**src/rtl/riscv_pkg.sv**
```systemverilog
// Shared RISC-V execute-stage definitions: ALU operation codes, branch
// condition codes (funct3) and forwarding-select encodings.
package riscv_pkg;

  typedef enum logic [3:0] {
    ALU_AND  = 4'b0000,
    ALU_OR   = 4'b0001,
    ALU_ADD  = 4'b0010,
    ALU_XOR  = 4'b0011,
    ALU_SLL  = 4'b0100,
    ALU_SRL  = 4'b0101,
    ALU_SUB  = 4'b0110,
    ALU_SRA  = 4'b0111,
    ALU_SLT  = 4'b1000,
    ALU_SLTU = 4'b1001
  } alu_op_e;

  localparam logic [2:0] F3_BEQ  = 3'b000;
  localparam logic [2:0] F3_BNE  = 3'b001;
  localparam logic [2:0] F3_BLT  = 3'b100;
  localparam logic [2:0] F3_BGE  = 3'b101;
  localparam logic [2:0] F3_BLTU = 3'b110;
  localparam logic [2:0] F3_BGEU = 3'b111;

  localparam logic [1:0] FWD_REG = 2'b00;
  localparam logic [1:0] FWD_EXM = 2'b01;
  localparam logic [1:0] FWD_WB  = 2'b10;

endpackage

```
**src/rtl/alu.sv**
```systemverilog
// Combinational integer ALU. Shifts use only the low five bits of b;
// unrecognised operation codes produce zero.
module alu
  import riscv_pkg::*;
#(
  parameter int XLEN = 32
) (
  input  logic [XLEN-1:0] a,
  input  logic [XLEN-1:0] b,
  input  logic [3:0]      alu_ctrl,
  output logic [XLEN-1:0] result
);

  logic [4:0] shamt;
  assign shamt = b[4:0];

  // Operation select
  always_comb begin
    result = '0;
    case (alu_ctrl)
      ALU_AND:  result = a & b;
      ALU_OR:   result = a | b;
      ALU_ADD:  result = a + b;
      ALU_XOR:  result = a ^ b;
      ALU_SLL:  result = a << shamt;
      ALU_SRL:  result = a >> shamt;
      ALU_SUB:  result = a - b;
      ALU_SRA:  result = $signed(a) >>> shamt;
      ALU_SLT:  result = {{(XLEN-1){1'b0}}, ($signed(a) < $signed(b))};
      ALU_SLTU: result = {{(XLEN-1){1'b0}}, (a < b)};
      default:  result = '0;
    endcase
  end

endmodule

```
**src/rtl/ex_stage.sv**
```systemverilog
// Execute stage: operand forwarding, ALU, branch resolution and the
// EX/MEM pipeline register. Define EX_STAGE_FWD_EN to compile operand
// forwarding in; without it the forwarding ports are present but ignored.
module ex_stage
  import riscv_pkg::*;
#(
  parameter int XLEN = 32
) (
  input  logic            clk,
  input  logic            rst_n,
  input  logic            in_valid,
  input  logic            stall,
  input  logic            flush,
  input  logic [3:0]      alu_ctrl,
  input  logic [XLEN-1:0] rs1_data,
  input  logic [XLEN-1:0] rs2_data,
  input  logic [XLEN-1:0] imm,
  input  logic [XLEN-1:0] pc,
  input  logic            alu_src,
  input  logic            is_branch,
  input  logic [2:0]      funct3,
  input  logic [4:0]      rd,
  input  logic            reg_write,
  input  logic            mem_read,
  input  logic            mem_write,
  input  logic [1:0]      fwd_a_sel,
  input  logic [1:0]      fwd_b_sel,
  input  logic [XLEN-1:0] wb_fwd_data,
  output logic            exm_valid,
  output logic [XLEN-1:0] exm_alu_result,
  output logic [XLEN-1:0] exm_store_data,
  output logic [4:0]      exm_rd,
  output logic            exm_reg_write,
  output logic            exm_mem_read,
  output logic            exm_mem_write,
  output logic            exm_br_taken,
  output logic [XLEN-1:0] exm_br_target
);

  logic            valid_q, valid_d;
  logic [XLEN-1:0] alu_result_q, alu_result_d;
  logic [XLEN-1:0] store_data_q, store_data_d;
  logic [4:0]      rd_q, rd_d;
  logic            reg_write_q, reg_write_d;
  logic            mem_read_q, mem_read_d;
  logic            mem_write_q, mem_write_d;
  logic            br_taken_q, br_taken_d;
  logic [XLEN-1:0] br_target_q, br_target_d;

  logic [XLEN-1:0] op_a, op_b_fwd, op_b, alu_out;
  logic            br_cond;

`ifdef EX_STAGE_FWD_EN
  // Forwarding muxes; EX/MEM source is the registered result already in flight
  always_comb begin
    op_a = rs1_data;
    case (fwd_a_sel)
      FWD_EXM: op_a = alu_result_q;
      FWD_WB:  op_a = wb_fwd_data;
      default: op_a = rs1_data;
    endcase
    op_b_fwd = rs2_data;
    case (fwd_b_sel)
      FWD_EXM: op_b_fwd = alu_result_q;
      FWD_WB:  op_b_fwd = wb_fwd_data;
      default: op_b_fwd = rs2_data;
    endcase
  end
`else
  logic unused_fwd;
  assign unused_fwd = ^{fwd_a_sel, fwd_b_sel, wb_fwd_data};
  assign op_a       = rs1_data;
  assign op_b_fwd   = rs2_data;
`endif

  assign op_b = alu_src ? imm : op_b_fwd;

  alu #(.XLEN(XLEN)) u_alu (
    .a        (op_a),
    .b        (op_b),
    .alu_ctrl (alu_ctrl),
    .result   (alu_out)
  );

  // Branch condition on forwarded register operands
  always_comb begin
    br_cond = 1'b0;
    case (funct3)
      F3_BEQ:  br_cond = (op_a == op_b_fwd);
      F3_BNE:  br_cond = (op_a != op_b_fwd);
      F3_BLT:  br_cond = ($signed(op_a) <  $signed(op_b_fwd));
      F3_BGE:  br_cond = ($signed(op_a) >= $signed(op_b_fwd));
      F3_BLTU: br_cond = (op_a <  op_b_fwd);
      F3_BGEU: br_cond = (op_a >= op_b_fwd);
      default: br_cond = 1'b0;
    endcase
  end

  // EX/MEM next state: flush beats stall; an empty slot loads a bubble
  always_comb begin
    valid_d      = valid_q;
    alu_result_d = alu_result_q;
    store_data_d = store_data_q;
    rd_d         = rd_q;
    reg_write_d  = reg_write_q;
    mem_read_d   = mem_read_q;
    mem_write_d  = mem_write_q;
    br_taken_d   = br_taken_q;
    br_target_d  = br_target_q;
    if (flush) begin
      valid_d     = 1'b0;
      reg_write_d = 1'b0;
      mem_read_d  = 1'b0;
      mem_write_d = 1'b0;
      br_taken_d  = 1'b0;
    end else if (!stall) begin
      valid_d      = in_valid;
      alu_result_d = alu_out;
      store_data_d = op_b_fwd;
      rd_d         = rd;
      reg_write_d  = in_valid & reg_write;
      mem_read_d   = in_valid & mem_read;
      mem_write_d  = in_valid & mem_write;
      br_taken_d   = in_valid & is_branch & br_cond;
      br_target_d  = pc + imm;
    end
  end

  // EX/MEM register with asynchronous clear
  always_ff @(posedge clk or negedge rst_n) begin
    if (!rst_n) begin
      valid_q      <= 1'b0;
      alu_result_q <= '0;
      store_data_q <= '0;
      rd_q         <= '0;
      reg_write_q  <= 1'b0;
      mem_read_q   <= 1'b0;
      mem_write_q  <= 1'b0;
      br_taken_q   <= 1'b0;
      br_target_q  <= '0;
    end else begin
      valid_q      <= valid_d;
      alu_result_q <= alu_result_d;
      store_data_q <= store_data_d;
      rd_q         <= rd_d;
      reg_write_q  <= reg_write_d;
      mem_read_q   <= mem_read_d;
      mem_write_q  <= mem_write_d;
      br_taken_q   <= br_taken_d;
      br_target_q  <= br_target_d;
    end
  end

  assign exm_valid      = valid_q;
  assign exm_alu_result = alu_result_q;
  assign exm_store_data = store_data_q;
  assign exm_rd         = rd_q;
  assign exm_reg_write  = reg_write_q;
  assign exm_mem_read   = mem_read_q;
  assign exm_mem_write  = mem_write_q;
  assign exm_br_taken   = br_taken_q;
  assign exm_br_target  = br_target_q;

endmodule

```
**config.mk**
```make
export PLATFORM = sky130hd
export DESIGN_NAME = ex_stage
export DESIGN_NICKNAME = d
export VERILOG_FILES = /design/src/rtl/riscv_pkg.sv /design/src/rtl/alu.sv /design/src/rtl/ex_stage.sv
export SDC_FILE = /design/constraint.sdc
export NUM_CORES = 1
export LEC_CHECK = 0
export ABC_AREA = 1
export BUFFER_PORTS_ARGS = -buffer_cell sky130_fd_sc_hd__buf_2
export CAP_MARGIN = 40
export CELL_PAD_IN_SITES_DETAIL_PLACEMENT = 1
export CELL_PAD_IN_SITES_GLOBAL_PLACEMENT = 2
export CORE_MARGIN = 2
export CORE_UTILIZATION = 30
export DETAILED_ROUTE_END_ITERATION = 8
export HOLD_SLACK_MARGIN = 0.12
export PLACE_DENSITY_LB_ADDON = 0.1
export SLEW_MARGIN = 10
export SYNTH_ARGS = -nofsm -noshare
export SYNTH_HDL_FRONTEND = slang
export SYNTH_HIERARCHICAL = 1
export SYNTH_SLANG_ARGS = --single-unit
```
**constraint.sdc**
```tcl
create_clock -name clk -period 0.9 [get_ports clk]
set_input_delay 0.045 -clock clk [delete_from_list [all_inputs] [get_ports clk]]
set_output_delay 0.045 -clock clk [all_outputs]
set_load 0.005 [all_outputs]
```
Yosys cells after proc, flatten, opt, wreduce, memory -nomap -nowiden
Index checks and enable logic that the tools add are counted.

Logic and storage cells: 64. Register bits after elaboration: 106.

Multiplexer cells: 13. Bitwise operators: 10. Eq/ne operators: 17. Order comparisons: 6. Add/sub/neg operators: 3. Reduce and logical (&&, ||, !) cells: 3. Shifts and indexed selects: 3.

Operators with widths (count): one-hot mux 32 bit (10 select lines) (1); < comparator 32 bit (4); adder 32 bit (2); greater-or-equal comparator 32 bit (2); bitwise AND 32 bit (1); == test 32 bit (1); 2-to-1 mux 32 bit (1); != test 32 bit (1); bitwise OR 32 bit (1); << shifter 32 x 5 -> 32 bit (1); >> shifter 32 x 5 -> 32 bit (1); >>> shifter 32 x 5 -> 32 bit (1); subtractor 32 bit (1); bitwise XOR 32 bit (1); == test 4 x 3 -> 1 bit, second input constant (4); == test 3 bit, second input constant (4); 2-to-1 mux 1 bit (10); == test 4 x 2 -> 1 bit, second input constant (2); == test 4 bit, second input constant (2); one-hot mux 1 bit (6 select lines) (1); bitwise AND 1 bit (5); == test 4 x 1 -> 1 bit, second input constant (1); zero test 4 bit (1); == test 3 x 1 -> 1 bit, second input constant (1); other kinds (4) (5).

Depth between registers and ports, before layout
Gate-level depths: netlist of run 1.

Depth after elaboration: 5. Depth in mapped cells: 25. Depth with buffers taken out: 20.

Modules after synthesis
The synthesis of run 1 kept the hierarchy.

By module, submodules not included: alu (times used 1, area each 10380.0 µm², cells an instance 2151, sequential area each 0.0 µm²); ex_stage (times used 1, area each 6962.9 µm², cells an instance 938, sequential area each 2652.5 µm²).

Worst setup path after synthesis of run 1
OpenSTA, ideal clock, no wires.

Path type: input to register. Start: in alu_src. End: reg alu_result_q[19], in the netlist exm_alu_result[19]. Cell stages on the path: 21. Arrival time: 2707 ps. Required time: 783 ps. Slack: -1924 ps. Setup time: 117 ps. Cell sequence: clkbuf_1 > clkbuf_1 > nand2_1 > o21ai_0 > inv_1 > buf_2 > buf_2 > ha_1 > buf_2 > nor2_1 > nand2_1 > nor2_1 > nand2_1 > nand3_1 > nand2_1 > a21oi_1 > nor2_1 > nor2_1 > nand2_1 > nand2_1 > nand2_1.

Cells in the longest elaborated chain, start to end: 3. Elaborated cells between the ends (all ways): 10. Those cells by class: add/sub: 2; shift: 3; mux: 2; bitwise: 3.

Ends and longest elaborated chain: start, declared (RTL line ex_stage.sv:19) `input logic alu_src,`; 2-to-1 mux 32 bit * (RTL line ex_stage.sv:76) `assign op_b = alu_src ? imm : op_b_fwd;`; via op_b[3] (RTL line ex_stage.sv:50) `logic [XLEN-1:0] op_a, op_b_fwd, op_b, alu_out;`; subtractor 32 bit, or another cell as far along (RTL line alu.sv:27) `ALU_SUB: result = a - b;`; one-hot mux 32 bit (10 select lines) * (RTL line alu.sv:20) `case (alu_ctrl)`; via alu_out[19] (RTL line ex_stage.sv:50); end signal, assigned (RTL line ex_stage.sv:143) `alu_result_q <= alu_result_d;`; end, declared (RTL line ex_stage.sv:41) `logic [XLEN-1:0] alu_result_q, alu_result_d;`.

Mark *: on every way through the listed nets, which the timed path passes. The rest lies on a longest branch. A chain may end at the register's enable or synchronous reset.

Final worst setup path of run 1
Start: in alu_src. End: reg alu_result_q[5], in the netlist exm_alu_result[5].

The elaborated chain is that of the path after synthesis.

==> results.txt, run 1 <==
outcome - finished, violations left
global-route wire length before repair - 168600 um
post-placement cell area - 25220 um2
most used cell, CP - sky130_fd_sc_hd__nand2_1
number of nets produced by synthesis - 3438
area taken by multi-input logic gates - 15800 um2
total routing usage reported by global routing - 37.81%
worst path setup slack after routing - -1.331 ns
startpoint kind of the worst setup timing path - input pin
most area-hungry cell type in the Yosys netlist - sky130_fd_sc_hd__nand2_1
number of vias in the routed layout - 25720
register clock-pin slew on the reported worst setup and hold paths - 0.10 ns
initial antenna violation count - 11
largest clock skew in the final design - 0 ns
most frequent cells after synthesis - 1079 x sky130_fd_sc_hd__nand2_1, 448 x sky130_fd_sc_hd__nand3_1, 376 x sky130_fd_sc_hd__inv_1
worst hold-check path type - input pin to async pin
CORE AREA - 57480 um2
final net count - 4401
min cycle time layout - 2.231 ns
largest net degree at the start of global routing - 56
delay of the slowest cell on the worst path - 0.35 ns
Setup-failing EPs final - 167
std cell rows - 88
period utilisation layout - 247.9%
cell types with the largest area share after synthesis - sky130_fd_sc_hd__nand2_1 23%, sky130_fd_sc_hd__dfrtp_1 15%, sky130_fd_sc_hd__nand3_1 13%, sky130_fd_sc_hd__ha_1 12%, sky130_fd_sc_hd__inv_1 8.1%
Top FF cell, synth - sky130_fd_sc_hd__dfrtp_1
port bufs - 255
Detailed Route Iter0 Violations - 1491
number of iterations in the first detailed-routing pass - 5
starting density of the core - 30.17%
final slew viol count - 0
gpl congestion - 1.020
Final HPWL DP - 93910 um
Yosys cell types - 60
number of warning messages in the yosys log - 6
Worst Max-Slew Pin Slew - 0.5047 ns
number of enable flip-flop cells after synthesis - 0
WL final - 117900 um
post-synth top area share - 23.35%
cell breakdown of the critical path - buf_16 > buf_12 > buf_8 > o21ai_4 > inv_2 > ha_4 > inv_4 > buf_6 > nand2_4 > nand2_2 > nand2_1 > nand3b_1 > buf_6 > o21ai_2 > nand4_1 > nand3b_1 > nand2_1 > nand2_1
arrival time of data at the critical path endpoint - 2.53 ns
Final Hold Fails - 0
CTS Buffer Depth - 2
total area of sequential cells - 2661 um2
number of filler instances in the final layout - 7583
sequential fraction of the synthesis area - 15.29%
Syn Area/Cell - 5.614 um2
count of antenna-violating nets left after detailed routing - 0
post-synthesis instance total - 3089
Worst Hold Margin - 0.03781 ns
power per cell area - 1077 nW/um2
Area Overhead vs Synth - 72.33%
Synth async-reset ratio - 100.0%
DR WL/cell - 24.43 um
synthesized flop and latch total - 106
maximum vdd drop - 0.9092 mV
total of max-cap violations - 0
total non-filler cell area in the finished layout - 29890 um2
TritonCTS clock tree - yes
DRC violations left - 0
critical path fanouts, max - 6
Vias per Instance - 5.328
final global-route overflow total - 0
CTS root buf - sky130_fd_sc_hd__clkbuf_16
RSZ-0062 raised after global routing - yes
clock sink count - 106
number of clock buffers inserted by TritonCTS - 9
Critical Setup Path Class - input pin to register
required time at the endpoint of the critical path - 1.20 ns
Critical Path Sink Type - register
number of global-route vias before repair - 27198
share of cells above drive strength 1 - 43.28%
worst max-slew margin expressed relative to the limit - 66.00%
summed instance area of the synthesized netlist - 17340 um2
CP max-delay cell - sky130_fd_sc_hd__ha_4
reported leakage power - 15.69 nW
clock network latency to the later pin of the worst-skew pair - 0.41 ns
# hold bufs at CTS - 46
die boundary height - 244.4 um
die area - 59750 um2
f_max - 448.2 MHz
I/O pin cnt - 292
violations in the final reports - negative setup slack
DIE WIDTH - 244.4 um
top-count cell post-synth - sky130_fd_sc_hd__nand2_1
level count of the clock H-tree - 3
routing by layer:
layer	wire length, um	vias to the layer above	GRT usage, %
li1	-	11897	-
met1	47440	12762	44.62
met2	57940	744	67.73
met3	4894	303	4.181
met4	7567	14	18.69
met5	90	-	0
worst max-delay path: cells and delay by family:
family	cells	cell delay (ns)
compound gates	2	0.42
fa+ha+maj	1	0.35
buf+inv	7	0.87
simple gates	8	0.85
kinds of logic after synthesis:
kind of cell | share of synthesized area (%)
xor gates and xnor gates | 0.7575
AOI/OAI and AO/OA | 13.16
DFF | 15.29
buffers and inverters | 12.39
adders and majority gates | 11.89
and+or+nand+nor | 46.51
flip-flops by register name, indices dropped and copies added (netlist names):
signal          cells
exm_alu_result     32
exm_br_target      32
exm_store_data     32
exm_rd              5
exm_br_taken        1
exm_mem_read        1
exm_mem_write       1
exm_reg_write       1
exm_valid           1
area by class of cell:
class	count	share of cell area [%]
Tap cell	765	3.203
Clock buffer	9	0.7535
Timing Repair Buffer	1074	28.77
Inverter	397	5.183
Clock inverter	7	0.2889
Antenna cell	5	0.04186
Sequential cell	106	8.904
Multi-Input combinational cell	2464	52.85
power by group:
group	leakage, nW	internal [mW]	total [mW]	switching [mW]
sequential	1.33	5.50	6.10	0.606
combinational	14.2	9.15	21.4	12.2
clock	0.152	2.03	4.73	2.70
worst paths after layout:
path | depth (start not counted) | endpoint | slack, ns | from
max | 18 | exm_alu_result[5]$_DFFE_PN0P_ | -1.33 | alu_src
min | 2 | exm_br_target[2]$_DFFE_PN0P_ | 0.04 | rst_n
max reg2reg | 2 | exm_store_data[18]$_DFFE_PN0P_ | 0.13 | exm_store_data[18]$_DFFE_PN0P_
min reg2reg | 2 | exm_alu_result[16]$_DFFE_PN0P_ | 0.48 | exm_alu_result[16]$_DFFE_PN0P_
max in group asynchronous | 3 | exm_alu_result[19]$_DFFE_PN0P_ | 0.25 | rst_n
min in group clk | 4 | exm_br_target[0]$_DFFE_PN0P_ | 0.07 | pc[0]
placed cells by master (no fill, tap or decap), types with 16 or more instances in the layout:
master,synthesis,layout
sky130_fd_sc_hd__a21oi_1,132,85
sky130_fd_sc_hd__a21oi_2,8,47
sky130_fd_sc_hd__buf_12,0,33
sky130_fd_sc_hd__buf_2,55,235
sky130_fd_sc_hd__buf_4,10,680
sky130_fd_sc_hd__buf_6,11,57
sky130_fd_sc_hd__clkbuf_16,0,16
sky130_fd_sc_hd__dfrtp_1,106,99
sky130_fd_sc_hd__dlygate4sd3_1,0,46
sky130_fd_sc_hd__ha_1,160,99
sky130_fd_sc_hd__ha_4,0,59
sky130_fd_sc_hd__inv_1,376,327
sky130_fd_sc_hd__inv_2,16,56
sky130_fd_sc_hd__nand2_1,1079,903
sky130_fd_sc_hd__nand2_2,20,158
sky130_fd_sc_hd__nand2_4,2,39
sky130_fd_sc_hd__nand3_1,448,320
sky130_fd_sc_hd__nand3_2,2,114
sky130_fd_sc_hd__nand3_4,2,18
sky130_fd_sc_hd__nand4_1,32,32
sky130_fd_sc_hd__nor2_1,221,139
sky130_fd_sc_hd__nor2_2,4,52
sky130_fd_sc_hd__nor2_4,7,41
sky130_fd_sc_hd__o211ai_1,22,22
sky130_fd_sc_hd__o21ai_0,139,72
sky130_fd_sc_hd__o21ai_1,23,49
sky130_fd_sc_hd__o21ai_2,3,30
sky130_fd_sc_hd__o22ai_1,27,25
stage by stage:
step | total power, mW | cells | utilization [%] | setup WS (ns) | TNS, ns
floorplan | 14.07 | 3089 | - | -1.354 | -53.34
global route | 33.89 | 4823 | 51.98 | -1.379 | -70.54
global placement | 22.92 | 4697 | 43.88 | -2.099 | -94.01
CTS | 30.09 | 4792 | 48.57 | -1.250 | -62.68
finish | 32.19 | 4827 | 52.00 | -1.331 | -63.60
detailed placement | 23.35 | 4697 | 43.88 | -2.156 | -97.64
what timing repair did:
item                                    in CTS  in global routing
resized for setup                          413                399
endpoints found under the setup margin     167                172
setup buffers                               28                 25
cloned                                       7                  7
pin swaps                                   92                142
hold endpoints to repair                   152                 11
Power figures use the tool's default switching activity.
==> run 2, diff against run 1 <==
- clock period: 0.9 -> 2.4 ns (I/O delays scaled with it)
==> results.txt, run 2 (same netlist as run 1, synthesis figures left out) <==
final net count - 4264 (-3.1%)
worst hold-check path type - input pin to register
cell count after placement - 4597 (-2.1%)
number of global-route vias before repair - 25969 (-4.5%)
most common cell after layout, fill and taps aside - sky130_fd_sc_hd__nand2_1
post-placement cell area - 23810 um2 (-5.6%)
CTS root buf - sky130_fd_sc_hd__clkbuf_16
delay of the slowest cell on the worst path - 0.40 ns (+0.05 ns)
Detailed Route Iter0 Violations - 1521 (+2.0%)
level count of the clock H-tree - 3 (unchanged)
flop-to-flop setup slack - 1.06 ns (+0.93 ns)
top library cells by usage in the layout, fill and taps aside - 988 x sky130_fd_sc_hd__nand2_1, 596 x sky130_fd_sc_hd__buf_4, 409 x sky130_fd_sc_hd__nand3_1, 353 x sky130_fd_sc_hd__inv_1, 253 x sky130_fd_sc_hd__buf_2
TritonCTS clock tree - yes
Final HPWL DP - 94340 um (+0.46%)
power per cell area - 421.9 nW/um2 (-61%)
gpl congestion - 0.9948 (-2.5%)
Critical Setup Path Class - input pin to register
number of clock buffers inserted by TritonCTS - 9 (unchanged)
register clock-pin slew on the reported worst setup and hold paths - 0.10 ns (about the same)
RSZ-0062 raised after global routing - yes
startpoint kind of the worst setup timing path - input pin
CP max-delay cell - sky130_fd_sc_hd__o211ai_1
largest net degree at the start of global routing - 85 (+52%)
violations in the final reports - negative setup slack
worst max-slew margin expressed relative to the limit - 47.37% (-19 points)
R2R depth - 3 (+1)
total routing usage reported by global routing - 36.97% (-0.84 points)
placement-stage worst setup slack - -1.329 ns (+0.8268 ns)
CTS Buffer Depth - 2 (unchanged)
total of max-cap violations - 0 (unchanged)
WL final - 113500 um (-3.8%)
share of cells above drive strength 1 - 33.75% (-9.5 points)
number of vias in the routed layout - 25008 (-2.8%)
die area - 59750 um2 (unchanged)
final global-route overflow total - 0 (unchanged)
Setup-failing EPs final - 1 (-99%)
required time at the endpoint of the critical path - 2.73 ns (+1.53 ns)
I/O pin cnt - 292 (unchanged)
DR WL/cell - 24.20 um (-0.93%)
Area Overhead vs Synth - 52.98%
final cell count without fillers - 4688 (-2.9%)
DIE WIDTH - 244.4 um (unchanged)
initial antenna violation count - 7 (-4)
starting density of the core - 30.17% (unchanged)
global-route wire length before repair - 164200 um (-2.6%)
period utilisation layout - 100.2%
outcome - finished, violations left
Final Hold Fails - 0 (unchanged)
Worst Hold Path EP - exm_store_data[17]$_DFFE_PN0P_
critical path fanouts, max - 29 (+23)
clock sink count - 106 (unchanged)
number of filler instances in the final layout - 7856 (+3.6%)
Vias per Instance - 5.334 (+0.11%)
cell breakdown of the critical path - buf_12 > buf_12 > buf_8 > o21ai_4 > buf_6 > inv_8 > buf_4 > nand2_1 > nand3_1 > nand3_1 > nand2_1 > o211ai_1 > nand2_1 > nor2_2 > buf_6 > nand3_1 > nand2_1 > nand2_1
fraction of the core area covered by cells at the end of the flow - 46.16% (-5.8 points)
worst path setup slack after routing - -0.004990 ns (+1.326 ns)
min cycle time layout - 2.405 ns
reported leakage power - 14.45 nW (-7.9%)
port bufs - 255 (unchanged)
Worst Max-Slew Pin Slew - 0.7852 ns (+0.2805 ns)
count of antenna-violating nets left after detailed routing - 0 (unchanged)
f_max - 415.8 MHz
CORE AREA - 57480 um2 (unchanged)
std cell rows - 88 (unchanged)
final slew viol count - 0 (unchanged)
reg-to-reg critical path endpoint - exm_br_target[31]$_DFFE_PN0P_
clock network latency to the later pin of the worst-skew pair - 0.42 ns (about the same)
maximum vdd drop - 0.3808 mV (-58%)
total non-filler cell area in the finished layout - 26530 um2 (-11%)
die boundary height - 244.4 um (unchanged)
number of iterations in the first detailed-routing pass - 6 (+1)
number of stages on the worst hold path - 4
largest clock skew in the final design - 0 ns (unchanged)
reg-to-reg critical path startpoint - exm_br_target[31]$_DFFE_PN0P_
arrival time of data at the critical path endpoint - 2.73 ns (+0.20 ns)
most used cell, CP - sky130_fd_sc_hd__nand2_1
Critical Path Sink Type - register
DRC violations left - 0 (unchanged)
beginning of the worst hold path - rs2_data[17]
==> run 2: cell count changes in the layout (fill, tap and decap cells not counted), moves of 28 or more <==
cell,previous run,this run
sky130_fd_sc_hd__nand2_2,158,102
sky130_fd_sc_hd__nand2_4,39,11
sky130_fd_sc_hd__nand3_1,320,409
sky130_fd_sc_hd__nand3_2,114,38
sky130_fd_sc_hd__buf_4,680,596
sky130_fd_sc_hd__ha_4,59,29
sky130_fd_sc_hd__nand2_1,903,988
sky130_fd_sc_hd__buf_6,57,26
==> run 2: worst max path at each step <==
stage | startpoint | to | slack, ns | cells after the start
6_report | alu_src | exm_alu_result[27]$_DFFE_PN0P_ | -0.005 | 18
5_1_grt | rs2_data[23] | exm_alu_result[24]$_DFFE_PN0P_ | -0.07 | 17
4_1_cts | alu_src | exm_alu_result[21]$_DFFE_PN0P_ | -0.01 | 19
3_5_place_dp | alu_src | exm_alu_result[19]$_DFFE_PN0P_ | -1.33 | 19
3_3_place_gp | alu_src | exm_alu_result[19]$_DFFE_PN0P_ | -1.30 | 19
2_1_floorplan | alu_src | exm_alu_result[31]$_DFFE_PN0P_ | 0.0004 | 22
==> run 2: metal layers <==
layer  up-vias  part of all wire (%)  wire (um)  GRT usage, %
met5         -                 0.038         43             0
met2       864                    47      52780         62.38
met1     12313                    42      47330         46.79
li1      11619                     -          -             -
met4         6                   4.1       4708         13.00
met3       206                   7.6       8608         7.188
==> run 2: through the flow <==
| stage | hold slack [ns] | setup TNS [ns] | power (mW) |
|---|---|---|---|
| 6_report | 0.1368 | -0.004990 | 11.19 |
| 5_1_grt | 0.1559 | -0.4164 | 11.87 |
| 4_1_cts | 0.1219 | -0.02882 | 10.65 |
| 3_5_place_dp | 0.1199 | -28.65 | 8.531 |
| 3_3_place_gp | 0.1052 | -28.99 | 8.407 |
| 2_1_floorplan | -0.1756 | 0 | 5.145 |
==> run 2: area by class of cell <==
class	count	area (um2)	share of cell area [%]
Timing Repair Buffer	937	6974	26.29
Sequential cell	106	2653	9.998
Multi-Input combinational cell	2464	14110	53.18
Clock buffer	9	225.2	0.8489
Inverter	397	1515	5.711
Antenna cell	3	7.507	0.02830
Tap cell	765	957.2	3.608
Clock inverter	7	91.34	0.3443
==> run 2: repair_timing <==
item / in CTS / in global routing
hold endpoints to repair: 121 / 0
pin swaps: 21 / 94
gates resized for setup: 138 / 329
endpoints found under the setup margin: 28 / 32
hold buffers: 35 / 0
setup buffers: 12 / 19
gates cloned: 3 / 3
==> run 2: where the power goes <==
part	switching, mW	internal [mW]	leakage [nW]
sequential	0.192	2.06	1.34
clock	1.03	0.762	0.152
combinational	4.25	2.91	13.0
total	5.47	5.72	14.4
==> run 2: worst max-delay path: cells and delay by family <==
family / cells / cell delay, ns
AO/OA/AOI/OAI: 2 / 0.63
buffers and inverters: 7 / 0.93
AND/OR/NAND/NOR: 9 / 1.02
